**src/rtl/softmax_scheduler.sv**
```systemverilog
// Round-robin scheduler sharing one softmax engine between NUM_REQ lanes,
// with argmax post-processing, per-lane response handshake and a watchdog.
//
// Ports:
//   clk, rst       clock, asynchronous active-high reset
//   req_valid      per-lane request
//   req_ready      one-hot accept pulse (combinational, IDLE only)
//   req_logits     lane i logits in slice i
//   rsp_valid      one-hot result valid to granted lane
//   rsp_ready      per-lane result accept
//   rsp_probs      captured probabilities (shared bus)
//   rsp_class      argmax index, 4'hF on timeout
//   sm_logits      engine logits, held from grant to next grant
//   sm_in_valid    engine start pulse
//   sm_probs       engine probabilities
//   sm_out_valid   engine done level
//   busy           state != IDLE
//   err_timeout    sticky watchdog flag
module softmax_scheduler #(
   parameter int NUM_REQ    = 4,
   parameter int N_CLASSES  = 10,
   parameter int DW         = 16,
   parameter int SM_LATENCY = 46,
   parameter int TIMEOUT    = 255
) (
   input  logic                           clk,
   input  logic                           rst,
   input  logic [NUM_REQ-1:0]             req_valid,
   output logic [NUM_REQ-1:0]             req_ready,
   input  logic [NUM_REQ*N_CLASSES*DW-1:0] req_logits,
   output logic [NUM_REQ-1:0]             rsp_valid,
   input  logic [NUM_REQ-1:0]             rsp_ready,
   output logic [N_CLASSES*DW-1:0]        rsp_probs,
   output logic [3:0]                     rsp_class,
   output logic [N_CLASSES*DW-1:0]        sm_logits,
   output logic                           sm_in_valid,
   input  logic [N_CLASSES*DW-1:0]        sm_probs,
   input  logic                           sm_out_valid,
   output logic                           busy,
   output logic                           err_timeout
);

   localparam int GW = (NUM_REQ > 1) ? $clog2(NUM_REQ) : 1;
   localparam int CW = $clog2(TIMEOUT + 1);
   localparam int VW = N_CLASSES * DW;
   localparam logic [CW-1:0] LAT_C = CW'(SM_LATENCY);
   localparam logic [CW-1:0] TMO_C = CW'(TIMEOUT);
   localparam logic [3:0]    LAST_C = 4'(N_CLASSES - 1);

   typedef enum logic [2:0] {
      IDLE, LAUNCH, WAIT, ARGMAX, RESP
   } state_t;

   state_t          state;
   logic [GW-1:0]   last_grant;
   logic [GW-1:0]   grant;
   logic [GW-1:0]   pick;
   logic            found;
   logic [CW-1:0]   cnt;
   logic [3:0]      idx;
   logic [3:0]      best_idx;
   logic [DW-1:0]   best_val;
   logic [DW-1:0]   cand;
   logic            upd;
   logic [3:0]      new_idx;
   logic [DW-1:0]   new_val;

   // Search from last_grant+1 with wrap; descending loop so the
   // nearest requester overwrites farther ones.
   always_comb begin
      int j;
      logic [GW-1:0] jj;
      found = 1'b0;
      pick  = '0;
      j     = 0;
      jj    = '0;
      for (int k = NUM_REQ; k >= 1; k--) begin
         j = int'(last_grant) + k;
         if (j >= NUM_REQ) j = j - NUM_REQ;
         jj = GW'(j);
         if (req_valid[jj]) begin
            found = 1'b1;
            pick  = jj;
         end
      end
   end

   assign req_ready = (state == IDLE && found)
                    ? (NUM_REQ'(1) << pick) : '0;
   assign busy = (state != IDLE);

   // Strictly-greater update keeps the lowest index on ties.
   assign cand    = rsp_probs[int'(idx)*DW +: DW];
   assign upd     = (idx == 4'd0) || (cand > best_val);
   assign new_idx = upd ? idx : best_idx;
   assign new_val = upd ? cand : best_val;

   always_ff @(posedge clk or posedge rst) begin
      if (rst) begin
         state       <= IDLE;
         last_grant  <= GW'(NUM_REQ - 1);
         grant       <= '0;
         cnt         <= '0;
         idx         <= '0;
         best_idx    <= '0;
         best_val    <= '0;
         sm_logits   <= '0;
         sm_in_valid <= 1'b0;
         rsp_probs   <= '0;
         rsp_class   <= '0;
         rsp_valid   <= '0;
         err_timeout <= 1'b0;
      end else begin
         sm_in_valid <= 1'b0;
         unique case (state)
            IDLE: begin
               if (found) begin
                  grant       <= pick;
                  sm_logits   <= req_logits[int'(pick)*VW +: VW];
                  sm_in_valid <= 1'b1;
                  state       <= LAUNCH;
               end
            end
            LAUNCH: begin
               cnt   <= '0;
               state <= WAIT;
            end
            WAIT: begin
               if (cnt >= LAT_C && sm_out_valid) begin
                  rsp_probs <= sm_probs;
                  idx       <= '0;
                  state     <= ARGMAX;
               end else if (cnt == TMO_C) begin
                  err_timeout <= 1'b1;
                  rsp_probs   <= '0;
                  rsp_class   <= 4'hF;
                  rsp_valid   <= NUM_REQ'(1) << grant;
                  state       <= RESP;
               end else begin
                  cnt <= cnt + 1'b1;
               end
            end
            ARGMAX: begin
               best_idx <= new_idx;
               best_val <= new_val;
               if (idx == LAST_C) begin
                  rsp_class <= new_idx;
                  rsp_valid <= NUM_REQ'(1) << grant;
                  state     <= RESP;
               end else begin
                  idx <= idx + 1'b1;
               end
            end
            RESP: begin
               if (rsp_ready[grant]) begin
                  rsp_valid  <= '0;
                  last_grant <= grant;
                  state      <= IDLE;
               end
            end
            default: state <= IDLE;
         endcase
      end
   end

endmodule

```
**config.mk**
```make
export PLATFORM = sky130hd
export DESIGN_NAME = softmax_scheduler
export DESIGN_NICKNAME = d
export VERILOG_FILES = /design/src/rtl/softmax_scheduler.sv
export SDC_FILE = /design/constraint.sdc
export NUM_CORES = 1
export LEC_CHECK = 0
export BUFFER_PORTS_ARGS = -buffer_cell sky130_fd_sc_hd__buf_2
export CAP_MARGIN = 20
export CORE_AREA = 2 2 449 451
export DETAILED_ROUTE_END_ITERATION = 16
export DIE_AREA = 0 0 451 453
export SETUP_SLACK_MARGIN = 0.2
export SLEW_MARGIN = 20
export SYNTH_ARGS = -nofsm -noshare
export SYNTH_HDL_FRONTEND = slang
export SYNTH_SLANG_ARGS = --single-unit
```
**constraint.sdc**
```tcl
create_clock -name clk -period 17.9 [get_ports clk]
set_input_delay 3.58 -clock clk [delete_from_list [all_inputs] [get_ports clk]]
set_output_delay 3.58 -clock clk [all_outputs]
set_load 0.05 [all_outputs]
```
Word level (Yosys, flattened, before mapping)
Cells that the tools add are included.
{ "op_classes": {"n_reduce_logical": 20, "shift": 4, "n_eq_ne": 15, "n_mul": 1, "n_bitwise": 1, "add_sub_neg": 10, "order_cmp": 11, "n_mux": 49} }
{ "ops": {"columns": ["cell", "n"], "rows": [
  ["640-bit by 11-bit variable part select with 160-bit output", 1],
  ["160-bit two-way mux", 2],
  ["160-bit by 9-bit variable part select with 16-bit output", 1],
  ["4-bit two-way mux", 11],
  ["16-bit greater-than comparator", 1],
  ["2-bit two-way mux", 8],
  ["8-bit two-way mux", 2],
  ["2-bit inequality test (second input constant)", 8],
  ["4-bit one-hot mux with 2 select lines", 2],
  ["8-bit one-hot mux with 2 select lines", 1],
  ["2-bit by 3-bit < comparator with 1-bit output (second input constant)", 5],
  ["3-bit two-way mux", 5],
  ["3-bit one-hot mux with 5 select lines", 1],
  ["4-bit one-hot mux with 3 select lines", 1],
  ["1-bit two-way mux", 11],
  ["1-bit binary-select mux with 2-bit select", 5],
  ["3-bit greater-or-equal comparator (second input constant)", 3],
  ["3-bit AND reduction", 3],
  ["8-bit by 1-bit adder with 8-bit output (second input constant)", 1],
  ["8-bit equality test (second input constant)", 1],
  ["8-bit by 6-bit greater-or-equal comparator with 1-bit output (second input constant)", 1],
  ["2-bit AND reduction", 4],
  ["4-bit AND reduction", 2],
  ["1-bit by 2-bit << shifter with 4-bit output (first input constant)", 2],
  ["other kinds (20)", 29]
]} }
{ "totals": {"wordCells": 124, "out_inout_bits": 335, "ff_bits": 369, "in_bits": 811} }

Logic depth before layout (Yosys ltp)
Gate-level depths: netlist (run 1).
{ "depth": {"word_depth": 11, "mapped_depth": 13, "ltp_nobuf": 10} }

Worst setup path before layout (run 1)
No wires, ideal clock.
{ "synth_timing": {"path_type": "in2out", "from": "in req_valid[2]", "to": "out req_ready[1]", "path_buffers": 3, "arrival_ns": 5.605, "path_slack_ns": 8.715, "stages": 8, "t_required_ns": 14.320, "cell_sequence": "inv_1 o21ai_0 a21o_1 o221a_2 buf_2 buf_4 clkbuf_1 nor3_1"} }
{ "synth_between": {"elab_chain_len": 8, "word_cells_on_any_way": 19, "classes_between": "shift: 1; mux: 17; reduce/logical: 1"} }
{ "synth_lines": {"columns": ["element", "line", "source"], "rows": [
  ["start, declared", "28", "input logic [NUM_REQ-1:0] req_valid,"],
  ["1-bit binary-select mux with 2-bit select", "81", "if (req_valid[jj]) begin"],
  ["1-bit two-way mux (implied by the code)", "81", null],
  ["2-bit two-way mux / 1-bit two-way mux (equally long branches) (4 in series)", "81", null],
  ["1-bit by 2-bit << shifter with 4-bit output / 1-bit logical AND (equally long branches)", "89, 88", null],
  ["4-bit two-way mux (*)", "89", "? (NUM_REQ'(1) << pick) : '0;"],
  ["end, declared", "29", "output logic [NUM_REQ-1:0] req_ready,"]
]} }
Every way passes the cells marked *; elsewhere a longest branch is shown, timed or not. The select of a mux whose other input is x is not followed.

Final worst setup path (run 1)
{ "layout_timing": {"from": "in req_valid[0]", "to": "out req_ready[3]"} }
The elaborated chain is that of the path after synthesis.

==> results of run 1 <==
cells in the final DEF (no fill, tap or decap), types with 4 or more instances in the layout:
master,instances
a22o_1,162
o21ai_0,12
o22ai_1,15
dfrtp_1,365
nor3_1,5
nand4_1,5
nor4_1,5
clkinv_2,13
ha_1,21
mux2_2,7
a21oi_1,14
a211oi_1,322
bufinv_16,7
nand2_1,182
mux4_2,33
nor2_1,15
clkbuf_8,6
diode_2,82
o31ai_1,160
buf_2,1145
mux2_4,17
buf_4,27
inv_1,22
mux2i_1,36
clkbuf_16,52
nor2b_1,322
nand3_1,7
or3_1,5
clkinvlp_4,4
clkbuf_1,7
cells by family (layout without fill, tap and decap cells):
family | count (synthesis) | after routing | share of synthesized area [%]
and+or+nand+nor | 570 | 570 | 15.1
other | 0 | 82 | 0
buffers and inverters | 222 | 1293 | 4.73
xor gates and xnor gates | 3 | 3 | 0.128
adders and majority gates | 21 | 21 | 1.28
muxes | 93 | 93 | 7.01
AOI/OAI and AO/OA | 710 | 710 | 26.8
DFF | 369 | 369 | 45.0
registers in the layout, summed over array words and instances (netlist names):
name         flops
sm_logits      160
rsp_valid        4
best_idx         4
best_val        16
grant            2
sm_in_valid      1
state            3
err_timeout      1
last_grant       2
cnt              8
rsp_class        4
rsp_probs      160
idx              4
metal layers:
| metal | share of wire, % | vias to the layer above | wire length [um] | track usage, % |
|---|---|---|---|---|
| li1 | - | 9625 | - | - |
| met1 | 37 | 11500 | 70200 | 20.3 |
| met2 | 46 | 1423 | 86500 | 27.2 |
| met3 | 12 | 370 | 23200 | 8.68 |
| met4 | 3.5 | 76 | 6490 | 6.73 |
| met5 | 0.48 | - | 906 | 0.373 |
final timing paths:
| kind | startpoint | depth (start not counted) | end | slack (ps) |
|---|---|---|---|---|
| min in group asynchronous | rst | 2 | sm_logits[20] | 2960 |
| max reg2reg | idx[0] | 11 | best_val[1] | 12800 |
| max | req_valid[0] | 7 | req_ready[3] | 8600 |
| max in group asynchronous | rst | 4 | sm_logits[131] | 12780 |
| min | sm_logits[49] | 2 | sm_logits[49] | 470 |
| min reg2reg | sm_logits[49] | 2 | sm_logits[49] | 470 |
metrics by stage:
step	power (mW)	instances	hold WS, ps	worst slack, ps
final	6.83	5797	470	8600
after floorplan	4.12	1988	458	4080
after global placement	5.66	5619	455	8590
after CTS	6.88	5715	475	8600
after global routing	7.11	5763	483	8390
after detailed placement	5.68	5619	461	8600
report_power, final:
group / leakage (nW) / switching (mW) / internal [mW]
sequential: 4.75 / 0.509 / 1.25
combinational: 8.60 / 2.91 / 1.01
clock: 0.895 / 0.486 / 0.666
total: 14.3 / 3.90 / 2.93
final cells by class:
| class | count | area [sq um] | share of cell area, % |
|---|---|---|---|
| repair buffers | 1174 | 5970 | 19.3 |
| diodes | 82 | 205 | 0.661 |
| flip-flops and latches | 369 | 9240 | 29.8 |
| well taps | 2656 | 3320 | 10.7 |
| multi-input cells | 1397 | 10400 | 33.4 |
| clock buffers | 65 | 1410 | 4.54 |
| inverters | 23 | 93.8 | 0.302 |
| clock inverters | 31 | 423 | 1.36 |
worst register-to-register path, stage by stage, from the launching register on:
cell and delay, ps:
dfrtp_4 700, buf_4 670, mux4_2 630, mux2i_1 260
o22ai_1 170, ha_1 360, nand4_2 140, nor2_1 70
or4_4 520, o31a_4 350, o21ai_4 740, mux2_4 380
Yosys cell counts (all sizes together) (2+ instances only):
library cell	count	area, sq um
and4	2	17.5
o31ai	160	1200
dfstp	2	52.6
ha	21	263
inv	23	86.3
mux4	33	743
o22a	2	17.5
dfrtp	367	9180
o21bai	2	15.0
or2	2	12.5
nand2	182	683
a21oi	15	78.8
o22ai	15	93.8
nor4	5	31.3
clkbuf	110	413
nand4	6	43.8
nor2	16	62.6
a21o	3	22.5
nor3b	3	22.5
or3	5	31.3
a32o	2	20.0
o21ai	15	86.3
buf	89	472
and2	4	25.0
nand2b	3	18.8
mux2	24	334
nand3	7	35.0
a22o	162	1420
and3	3	18.8
nor3	6	41.3
xor2	3	26.3
nor2b	322	2010
mux2i	36	360
a211o	2	17.5
a211oi	322	2420
==> metrics.csv, run 1 <==
stage,metric,value,unit
logic_synthesis,synth_edf_count,0,
floorplanning,initial_utilization,10.3,%
sta,final_hold_viol_count,0,
logic_synthesis,syn_nets,2820,
global_routing,grt-ovfl-total,0,
logic_synthesis,avgSynthCellArea,10.3,sq um
sta,finalCriticalPeriod,9300,ps
critical_path,end_kind,primary output,
logic_synthesis,synth_area,20500,sq um
sta,skew,53.1,ps
final_layout,final_nets,3849,
final_layout,postLayoutCoreUtil,15.6,%
detailed_routing,drc,0,
sta,rsz0062_at_grt,no,
final_layout,area_growth,51.2,%
critical_path,path_class,in -> out,
sta,relSlewSlack,24.2,%
critical_path,crit_slowest_cell,buf_4,
floorplanning,die_h,453,um
critical_path,startpoint_type,input pin,
detailed_routing,wl_per_cell,32.3,um
final_layout,layout-drive-gt1-share,43.7,%
floorplanning,die_w,451,um
logic_synthesis,synthArstFlopShare,100,%
clock_tree,clock-sinks,369,
floorplanning,core_area,199000,sq um
global_routing,grt_pass1_vias,21300,
outcome,status,"finished, final reports clean",
floorplanning,rows,164,
min_path,hold_class,reg -> reg,
sta,tns,0,ps
clock_tree,clk_pin_slew,60,ps
sta,maxSlewViolCount,0,
placement,dp_hpwl,160,mm
detailed_routing,postRouteAntennaNets,0,
sta,setup_viol,0,
detailed_routing,wl,187,mm
critical_path,path_cells,buf_2 -> a21oi_1 -> a31oi_1 -> a21oi_4 -> buf_4 -> and3_1 -> buf_2,
flow_run,maxCapViolCount,0,
floorplanning,ioPinCount,1146,
power_and_ir_drop,power.leakage,14.3,nW
sta,tightest_slew,1130,ps
power_and_ir_drop,power_density,220,nW/um^2
clock_tree,cts_root_buffer,clkbuf_16,
detailed_routing,first_pass_iters,6,
global_routing,antenna_found_initial,182,
logic_synthesis,synth-seq-cells,369,
clock_tree,htreeDepth,2,
critical_path,required,14320,ps
logic_synthesis,yosys_most_used_dff,dfrtp_1,
logic_synthesis,yosysWarningCount,0,
clock_tree,post_cts_buffers,0,
clock_tree,clk_path_buf_depth,3,
detailed_routing,vias_per_cell,3.96,
placement,gp_congestion,1.09,
critical_path,arrival,5720,ps
critical_path,slowest_delay,830,ps
detailed_routing,vias,23000,
global_routing,grt_pass1_wl,231,mm
clock_tree,ctsHoldBuffers,0,
clock_tree,numCtsBuffers,52,
logic_synthesis,postSynthCellCount,1988,
final_layout,fillers,22600,
detailed_routing,dr.first_iter.drc_count,2301,
sta,finalCritPeriodShare,52.0,%
placement,place_area,29000,sq um
global_routing,gr-usage-all-layers,17.4,%
critical_path,worst-path-buf-inv,3,
critical_path,cp_max_fo,101,
placement,port_buffers,1145,
sta,max_freq,108,MHz
final_layout,fin_area,31000,sq um
clock_tree,cts_tree,done,
clock_tree,cts-resized-gates,0,
critical_path,crit_path_frequent_cell,buf_2,
clock_tree,clock_latency,700,ps
global_routing,grt_max_degree,160,
floorplanning,dieArea,204000,sq um
logic_synthesis,ys_seq_area_share,45.0,%
power_and_ir_drop,ir_worst_vdd,0.159,mV
logic_synthesis,synthDistinctLibCells,60,
critical_path,path_delay_family,buffers and inverters,
Power figures use the tool's default switching activity.
==> inputs of run 2 (changes only) <==
Settings changed: ABC_AREA from default to 1, CORE_AREA 2 2 449 451 to 2 2 446 448, DIE_AREA 0 0 451 453 to 0 0 448 450.
Clock period 17.9 ns to 9.8 ns, I/O delays scaled along.
==> run 2 against run 1 <==
- final area up 6.1%
- utilization up 1.2 points
- first-iteration DRC count up 29%
- sequential power up 22%
- area after synthesis up 11%
- via count up 25%
- sequential share of layout area down 1.7 points
- die area down 1.3%
- highest routed layer unchanged
==> metrics.csv, run 2 <==
stage,metric,value,unit,change
sta,max_freq,157,MHz,
final_layout,fin_area,32900,sq um,was 31000 sq um
sta,maxSlewViolCount,0,,unchanged
global_routing,grt_max_degree,147,,was 160
placement,place_area,31000,sq um,was 29000 sq um
clock_tree,cts_root_buffer,clkbuf_16,,unchanged
flow_run,maxCapViolCount,0,,unchanged
logic_synthesis,synth-seq-cells,369,,unchanged
clock_tree,clock-sinks,369,,unchanged
sta,holdWs,472,ps,was 470 ps
sta,relSlewSlack,24.4,%,was 24.2%
logic_synthesis,yosysMostFrequentCell,nand2_1,,was dfrtp_1
placement,dpl.cell_count,7156,,was 5619
global_routing,antenna_found_initial,155,,was 182
critical_path,path_cells,buf_2 -> inv_1 -> o21ai_1 -> nor2_2 -> nor2_1 -> nand3_4 -> nand2_8 -> inv_1 -> nor3_1 -> buf_2,,was buf_2 -> a21oi_1 -> a31oi_1 -> a21oi_4 -> buf_4 -> and3_1 -> buf_2
final_layout,fillers,23200,,was 22600
clock_tree,numCtsBuffers,51,,was 52
floorplanning,die_h,450,um,was 453 um
clock_tree,cts_tree,done,,unchanged
min_path,hold_class,reg -> reg,,unchanged
detailed_routing,dr.first_iter.drc_count,2976,,was 2301
clock_tree,clk_path_buf_depth,3,,unchanged
sta,tns,0,ps,unchanged
floorplanning,initial_utilization,11.6,%,was 10.3%
detailed_routing,first_pass_iters,7,,was 6
sta,final_hold_viol_count,0,,unchanged
logic_synthesis,synth_area,22800,sq um,was 20500 sq um
final_layout,layout-drive-gt1-share,27.7,%,was 43.7%
logic_synthesis,synthArstFlopShare,100,%,unchanged
detailed_routing,postRouteAntennaNets,0,,unchanged
global_routing,grt_pass1_vias,26800,,was 21300
logic_synthesis,synth_top_cell_area_share,40.2,%,was 44.8%
floorplanning,die_w,448,um,was 451 um
floorplanning,core_area,197000,sq um,was 199000 sq um
clock_tree,clock_latency,690,ps,was 700 ps
detailed_routing,drc,0,,unchanged
logic_synthesis,syn_nets,4413,,was 2820
critical_path,cp_max_fo,64,,was 101
final_layout,layout_commonest_cell,nand2_1,,was buf_2
power_and_ir_drop,p_clk_share,16.2,%,was 16.9%
logic_synthesis,yosys_most_used_dff,dfrtp_1,,unchanged
sta,skew,21.6,ps,was 53.1 ps
clock_tree,clk_pin_slew,50,ps,was 60 ps
critical_path,path_class,in -> out,,unchanged
placement,port_buffers,1145,,unchanged
logic_synthesis,postSynthCellCount,3581,,was 1988
power_and_ir_drop,p_int,4.87,mW,was 2.93 mW
power_and_ir_drop,seqPwrFrac,17.5,%,was 25.8%
sta,setup_viol,0,,unchanged
sta,tightest_slew,1130,ps,about the same
logic_synthesis,avgSynthCellArea,6.37,sq um,was 10.3 sq um
logic_synthesis,netlist_top_cells_count,"1923 x nand2_1, 367 x dfrtp_1, 359 x nand3_1",,"was 367 x dfrtp_1, 322 x a211oi_1, 322 x nor2b_1"
critical_path,arrival,4390,ps,was 5720 ps
detailed_routing,vias_per_cell,3.90,,was 3.96
logic_synthesis,yosysWarningCount,0,,unchanged
power_and_ir_drop,p_sw,7.39,mW,was 3.90 mW
placement,dp_hpwl,151,mm,was 160 mm
critical_path,end_kind,primary output,,unchanged
outcome,status,"finished, final reports clean",,unchanged
final_layout,largestRegisters,"rsp_probs: 160 flops, sm_logits: 160 flops, best_val: 16 flops",,unchanged
power_and_ir_drop,p_sw_share,60.3,%,was 57.1%
power_and_ir_drop,power.leakage,18.1,nW,was 14.3 nW
global_routing,grt-ovfl-total,0,,unchanged
logic_synthesis,ys_seq_area_share,40.5,%,was 45.0%
global_routing,grt_pass1_wl,240,mm,was 231 mm
critical_path,crit_slowest_cell,nand2_8,,was buf_4
critical_path,startpoint_type,input pin,,unchanged
clock_tree,cts-resized-gates,0,,unchanged
detailed_routing,wl,185,mm,was 187 mm
final_layout,area_growth,44.2,%,was 51.2%
logic_synthesis,synthTopCellsByArea,"dfrtp_1 40%, nand2_1 32%, nand3_1 7.9%, o21ai_0 6.0%, inv_1 3.5%",,"was dfrtp_1 45%, a211oi_1 12%, nor2b_1 9.8%, a22o_1 6.9%, o31ai_1 5.9%"
power_and_ir_drop,ir_worst_vdd,0.319,mV,was 0.159 mV
floorplanning,dieArea,202000,sq um,was 204000 sq um
floorplanning,rows,163,,was 164
detailed_routing,wl_per_cell,25.3,um,was 32.3 um
logic_synthesis,synth_edf_count,0,,unchanged
sta,rsz0062_at_grt,no,,unchanged
global_routing,gr-usage-all-layers,17.6,%,was 17.4%
final_layout,final_nets,5401,,was 3849
sta,finalCritPeriodShare,64.8,%,
final_layout,finalNonFillerCells,7329,,was 5797
critical_path,required,7840,ps,was 14320 ps
sta,finalCriticalPeriod,6350,ps,
power_and_ir_drop,combPwrFrac,66.3,%,was 57.4%
floorplanning,ioPinCount,1146,,unchanged
detailed_routing,vias,28600,,was 23000
clock_tree,htreeDepth,2,,unchanged
clock_tree,post_cts_buffers,0,,unchanged
logic_synthesis,synthDistinctLibCells,36,,was 60
power_and_ir_drop,power_density,373,nW/um^2,was 220 nW/um^2
clock_tree,ctsHoldBuffers,0,,unchanged
critical_path,slowest_delay,670,ps,was 830 ps
logic_synthesis,yosys.area.top_type,dfrtp_1,,unchanged
placement,gp_congestion,1.01,,was 1.09
final_layout,final_cell_mix,"1922 x nand2_1, 1145 x buf_2, 365 x dfrtp_1, 359 x nand3_1, 275 x o21ai_0",,"was 1145 x buf_2, 365 x dfrtp_1, 322 x nor2b_1, 322 x a211oi_1, 182 x nand2_1"
==> run 2: area by class of cell <==
type / count / area, sq um / area share (%)
multi-input combinational: 2751 / 11600 / 35.2
sequential: 369 / 9240 / 28.1
timing repair buffer: 1176 / 6010 / 18.3
tap: 2640 / 3300 / 10.0
clock buffer: 70 / 1440 / 4.37
inverter: 220 / 845 / 2.57
clock inverter: 21 / 284 / 0.863
antenna: 82 / 205 / 0.623
==> run 2: final timing paths <==
check / end / slack (ps) / depth (start not counted) / startpoint
worst min-delay path: sm_logits[122] / 470 / 2 / sm_logits[122]
worst min register to register: sm_logits[122] / 470 / 2 / sm_logits[122]
worst max register to register: sm_logits[112] / 4940 / 17 / last_grant[0]
min in group asynchronous: sm_logits[54] / 1230 / 2 / rst
max in group asynchronous: sm_logits[92] / 6820 / 4 / rst
worst max-delay path: req_ready[1] / 3450 / 10 / req_valid[2]
==> run 2: stage by stage <==
step / power [mW] / worst slack, ps / util, %
2_1_floorplan: 7.69 / 2890 / -
3_5_place_dp: 10.3 / 3400 / 15.8
3_3_place_gp: 10.3 / 3430 / 15.8
4_1_cts: 12.4 / 3400 / 16.6
5_1_grt: 13.2 / 3200 / 16.7
6_report: 12.3 / 3450 / 16.7
==> run 2: power by group through the flow <==
stage	clock, mW	combinational (mW)	sequential (mW)
after CTS	2.07	8.20	2.14
after global routing	2.11	8.92	2.17
after global placement	0	8.17	2.16
after detailed placement	0	8.17	2.16
after floorplan	0	4.48	3.21
final	1.99	8.13	2.14
==> run 2: logic make-up after synthesis <==
group,after synthesis,share of synthesized area [%]
adder cells (fa/ha/maj),21,1.15
flip-flops,369,40.5
XOR/XNOR,2,0.0768
buffers and inverters,461,9.00
AO/OA/AOI/OAI,380,8.47
AND/OR/NAND/NOR,2348,40.8
==> run 2: worst max-delay path: cells and delay by family <==
kind / cells / cell delay (ps)
and+or+nand+nor: 5 / 1620
buffers and inverters: 4 / 550
AOI/OAI and AO/OA: 1 / 210
==> run 2: routing by layer <==
metal  track usage, %  vias up  share of wire (%)
met3             3.74      384                7.5
met2             31.7     1410                 50
met4             8.29       36                5.8
met5                0        -               0.12
li1                 -    13200                  -
met1             19.5    13500                 36
==> inputs of run 3 (changes only) <==
Settings changed: ABC_AREA 1 to 0, CORE_AREA 2 2 446 448 to 2 2 449 451, DIE_AREA 0 0 448 450 to 0 0 451 453.
Clock period 9.8 ns to 6.2 ns, I/O delays scaled along.
==> run 3 against run 2 <==
- sequential cell count unchanged
- routed wire length increased by 3.1%
- highest routed layer unchanged
- non-clock buffer count increased by 2
- clock power increased by 69%
- utilization decreased by 1.1 points
- worst hold slack got worse by 3.0 ps
- final area decreased by 5.4%
- critical path type is now reg -> reg
- clock skew increased by 49 ps
- largest cell class unchanged
==> metrics.csv, run 3 (synthesis gave the netlist of run 1 again) <==
stage,metric,value,unit,change
outcome,status,"finished, final reports clean",,unchanged
critical_path,worst-path-buf-inv,1,,was 4
clock_tree,clk_pin_slew,60,ps,was 50 ps
final_layout,largestRegisters,"rsp_probs: 160 flops, sm_logits: 160 flops, best_val: 16 flops",,unchanged
clock_tree,ctsHoldBuffers,0,,unchanged
power_and_ir_drop,p_sw,11.5,mW,was 7.39 mW
placement,dpl.cell_count,5623,,was 7156
detailed_routing,postRouteAntennaNets,0,,unchanged
critical_path,end_kind,flop,,was primary output
placement,gp_congestion,1.07,,was 1.01
final_layout,regArea,9240,sq um,about the same
floorplanning,ioPinCount,1146,,unchanged
critical_path,r2r-end,best_idx[0],,was sm_logits[112]
power_and_ir_drop,p_clk_share,16.8,%,was 16.2%
sta,max_freq,211,MHz,
min_path,hold_class,reg -> reg,,unchanged
floorplanning,die_h,453,um,was 450 um
critical_path,path_delay_family,compound AO/OA/AOI/OAI gates,,was simple AND/OR/NAND/NOR gates
floorplanning,rows,164,,was 163
sta,rsz0062_at_grt,no,,unchanged
final_layout,fillers,22600,,was 23200
global_routing,grt_busiest_layer,met2,,unchanged
detailed_routing,vias,23000,,was 28600
detailed_routing,vias_per_cell,3.97,,was 3.90
global_routing,use_met3,6.84,%,was 3.74%
power_and_ir_drop,p_int,8.46,mW,was 4.87 mW
placement,dp_hpwl,163,mm,was 151 mm
global_routing,antenna_found_initial,179,,was 155
sta,skew,70.4,ps,was 21.6 ps
min_path,hp-start,sm_logits[88],,was sm_logits[122]
global_routing,gr-usage-all-layers,17.8,%,was 17.6%
placement,pre_cts_ws,1500,ps,was 3400 ps
detailed_routing,wl,191,mm,was 185 mm
clock_tree,clk_path_buf_depth,3,,unchanged
flow_run,maxCapViolCount,0,,unchanged
final_layout,area_growth,51.7,%,was 44.2%
critical_path,startpoint_type,flop,,was input pin
critical_path,path_cells,buf_4 -> mux4_2 -> mux2i_1 -> o22ai_1 -> ha_1 -> a41o_1 -> a21oi_1 -> nor4_1 -> o31a_4 -> o21ai_4 -> mux2_4,,was buf_2 -> inv_1 -> o21ai_1 -> nor2_2 -> nor2_1 -> nand3_4 -> nand2_8 -> inv_1 -> nor3_1 -> buf_2
detailed_routing,dr.first_iter.drc_count,2252,,was 2976
power_and_ir_drop,power.leakage,14.3,nW,was 18.1 nW
critical_path,r2r_cells,11,,was 17
floorplanning,die_w,451,um,was 448 um
power_and_ir_drop,power_density,642,nW/um^2,was 373 nW/um^2
power_and_ir_drop,seqPwrFrac,27.0,%,was 17.5%
final_layout,multi_input_area,10400,sq um,was 11600 sq um
critical_path,arrival,5290,ps,was 4390 ps
detailed_routing,first_pass_iters,5,,was 7
clock_tree,cts_tree,done,,unchanged
sta,setup_viol,0,,unchanged
power_and_ir_drop,ir_worst_vdd,0.486,mV,was 0.319 mV
sta,final.setup.worst_slack,1470,ps,was 3450 ps
clock_tree,cts-resized-gates,0,,unchanged
global_routing,use_met1,21.4,%,was 19.5%
critical_path,reg2reg_slack,1470,ps,was 4940 ps
clock_tree,htreeDepth,2,,unchanged
power_and_ir_drop,combPwrFrac,56.3,%,was 66.3%
clock_tree,cts_root_buffer,clkbuf_16,,unchanged
final_layout,fin_area,31100,sq um,was 32900 sq um
floorplanning,dieArea,204000,sq um,was 202000 sq um
detailed_routing,wl_per_cell,33.1,um,was 25.3 um
sta,finalCritPeriodShare,76.3,%,
sta,maxSlewViolCount,0,,unchanged
final_layout,layout-drive-gt1-share,43.9,%,was 27.7%
critical_path,path_class,reg -> reg,,was in -> out
final_layout,final_cell_mix,"1145 x buf_2, 365 x dfrtp_1, 322 x nor2b_1, 320 x a211oi_1, 182 x nand2_1",,"was 1922 x nand2_1, 1145 x buf_2, 365 x dfrtp_1, 359 x nand3_1, 275 x o21ai_0"
clock_tree,clock-sinks,369,,unchanged
critical_path,required,6760,ps,was 7840 ps
sta,tns,0,ps,unchanged
floorplanning,initial_utilization,10.3,%,was 11.6%
placement,place_area,29100,sq um,was 31000 sq um
global_routing,gr-usage-met2,28.4,%,was 31.7%
critical_path,cp_max_fo,46,,was 64
critical_path,slowest_delay,990,ps,was 670 ps
global_routing,grt_pass1_wl,236,mm,was 240 mm
sta,finalCriticalPeriod,4730,ps,
detailed_routing,drc,0,,unchanged
final_layout,finalNonFillerCells,5778,,was 7329
floorplanning,core_area,199000,sq um,was 197000 sq um
global_routing,grt-ovfl-total,0,,unchanged
clock_tree,numCtsBuffers,55,,was 51
clock_tree,post_cts_buffers,0,,unchanged
critical_path,r2r_start,idx[0],,was last_grant[0]
placement,port_buffers,1145,,unchanged
power_and_ir_drop,power.total,20.0,mW,was 12.3 mW
power_and_ir_drop,p_sw_share,57.7,%,was 60.3%
sta,tightest_slew,1070,ps,was 1130 ps
final_layout,layout_commonest_cell,buf_2,,was nand2_1
clock_tree,clock_latency,710,ps,was 690 ps
global_routing,grt_pass1_vias,21500,,was 26800
final_layout,final_nets,3856,,was 5401
min_path,holdPathStages,2,,unchanged
sta,relSlewSlack,28.6,%,was 24.4%
critical_path,crit_slowest_cell,dfrtp_4,,was nand2_8
global_routing,grt_max_degree,157,,was 147
sta,final_hold_viol_count,0,,unchanged
min_path,worst_hold_path.endpoint,sm_logits[88],,was sm_logits[122]
[run 3: changes by cell type in the layout (fill, tap and decap cells not counted), moves of 36 or more]
cell      change
o31ai_1     +160
nand3_1     -352
inv_1       -189
o21ai_0     -263
mux2i_1      +36
a21oi_1      -78
nor2b_1     +320
a22o_1      +162
a211oi_1    +320
nand2_1    -1740
[run 3: stage by stage]
step / hold slack (ps) / utilization [%]
2_1_floorplan: 458 / -
3_5_place_dp: 460 / 14.6
6_report: 469 / 15.6
4_1_cts: 473 / 15.6
3_3_place_gp: 457 / 14.6
5_1_grt: 488 / 15.6
[run 3: layer usage]
metal  part of all wire, %  wire (um)
met5                  0.37        713
met4                   3.5       6660
met3                    10      19200
met2                    47      89500
met1                    39      75100
[run 3: layout make-up]
| type | count | share of cell area, % |
|---|---|---|
| antenna | 57 | 0.458 |
| clock buffer | 64 | 4.63 |
| clock inverter | 34 | 1.36 |
| inverter | 23 | 0.289 |
| multi-input combinational | 1397 | 33.3 |
| sequential | 369 | 29.7 |
| tap | 2656 | 10.7 |
| timing repair buffer | 1178 | 19.6 |
[run 3: worst max-delay path by stage]
stage | slack (ps) | to | cells past startpoint | startpoint
3_5_place_dp | 1500 | best_val[6] | 11 | idx[0]
3_3_place_gp | 1550 | best_val[4] | 10 | idx[0]
6_report | 1470 | best_idx[0] | 11 | idx[0]
2_1_floorplan | 9 | best_idx[0] | 1 | rst
5_1_grt | 1160 | best_idx[1] | 11 | idx[0]
4_1_cts | 1470 | best_idx[0] | 11 | idx[0]
[run 3: power groups by stage]
stage | clock network [mW] | registers, mW | logic [mW]
3_3_place_gp | 0 | 5.35 | 11.3
2_1_floorplan | 0 | 8.12 | 3.78
5_1_grt | 3.57 | 5.44 | 11.8
4_1_cts | 3.49 | 5.32 | 11.3
3_5_place_dp | 0 | 5.34 | 11.3
6_report | 3.36 | 5.39 | 11.2
[run 3: worst register-to-register path, stage by stage, from the launching register on]
cell	delay, ps
dfrtp_4	990
buf_4	390
mux4_2	550
mux2i_1	230
o22ai_1	150
ha_1	230
a41o_1	230
a21oi_1	200
nor4_1	120
o31a_4	390
o21ai_4	780
mux2_4	360
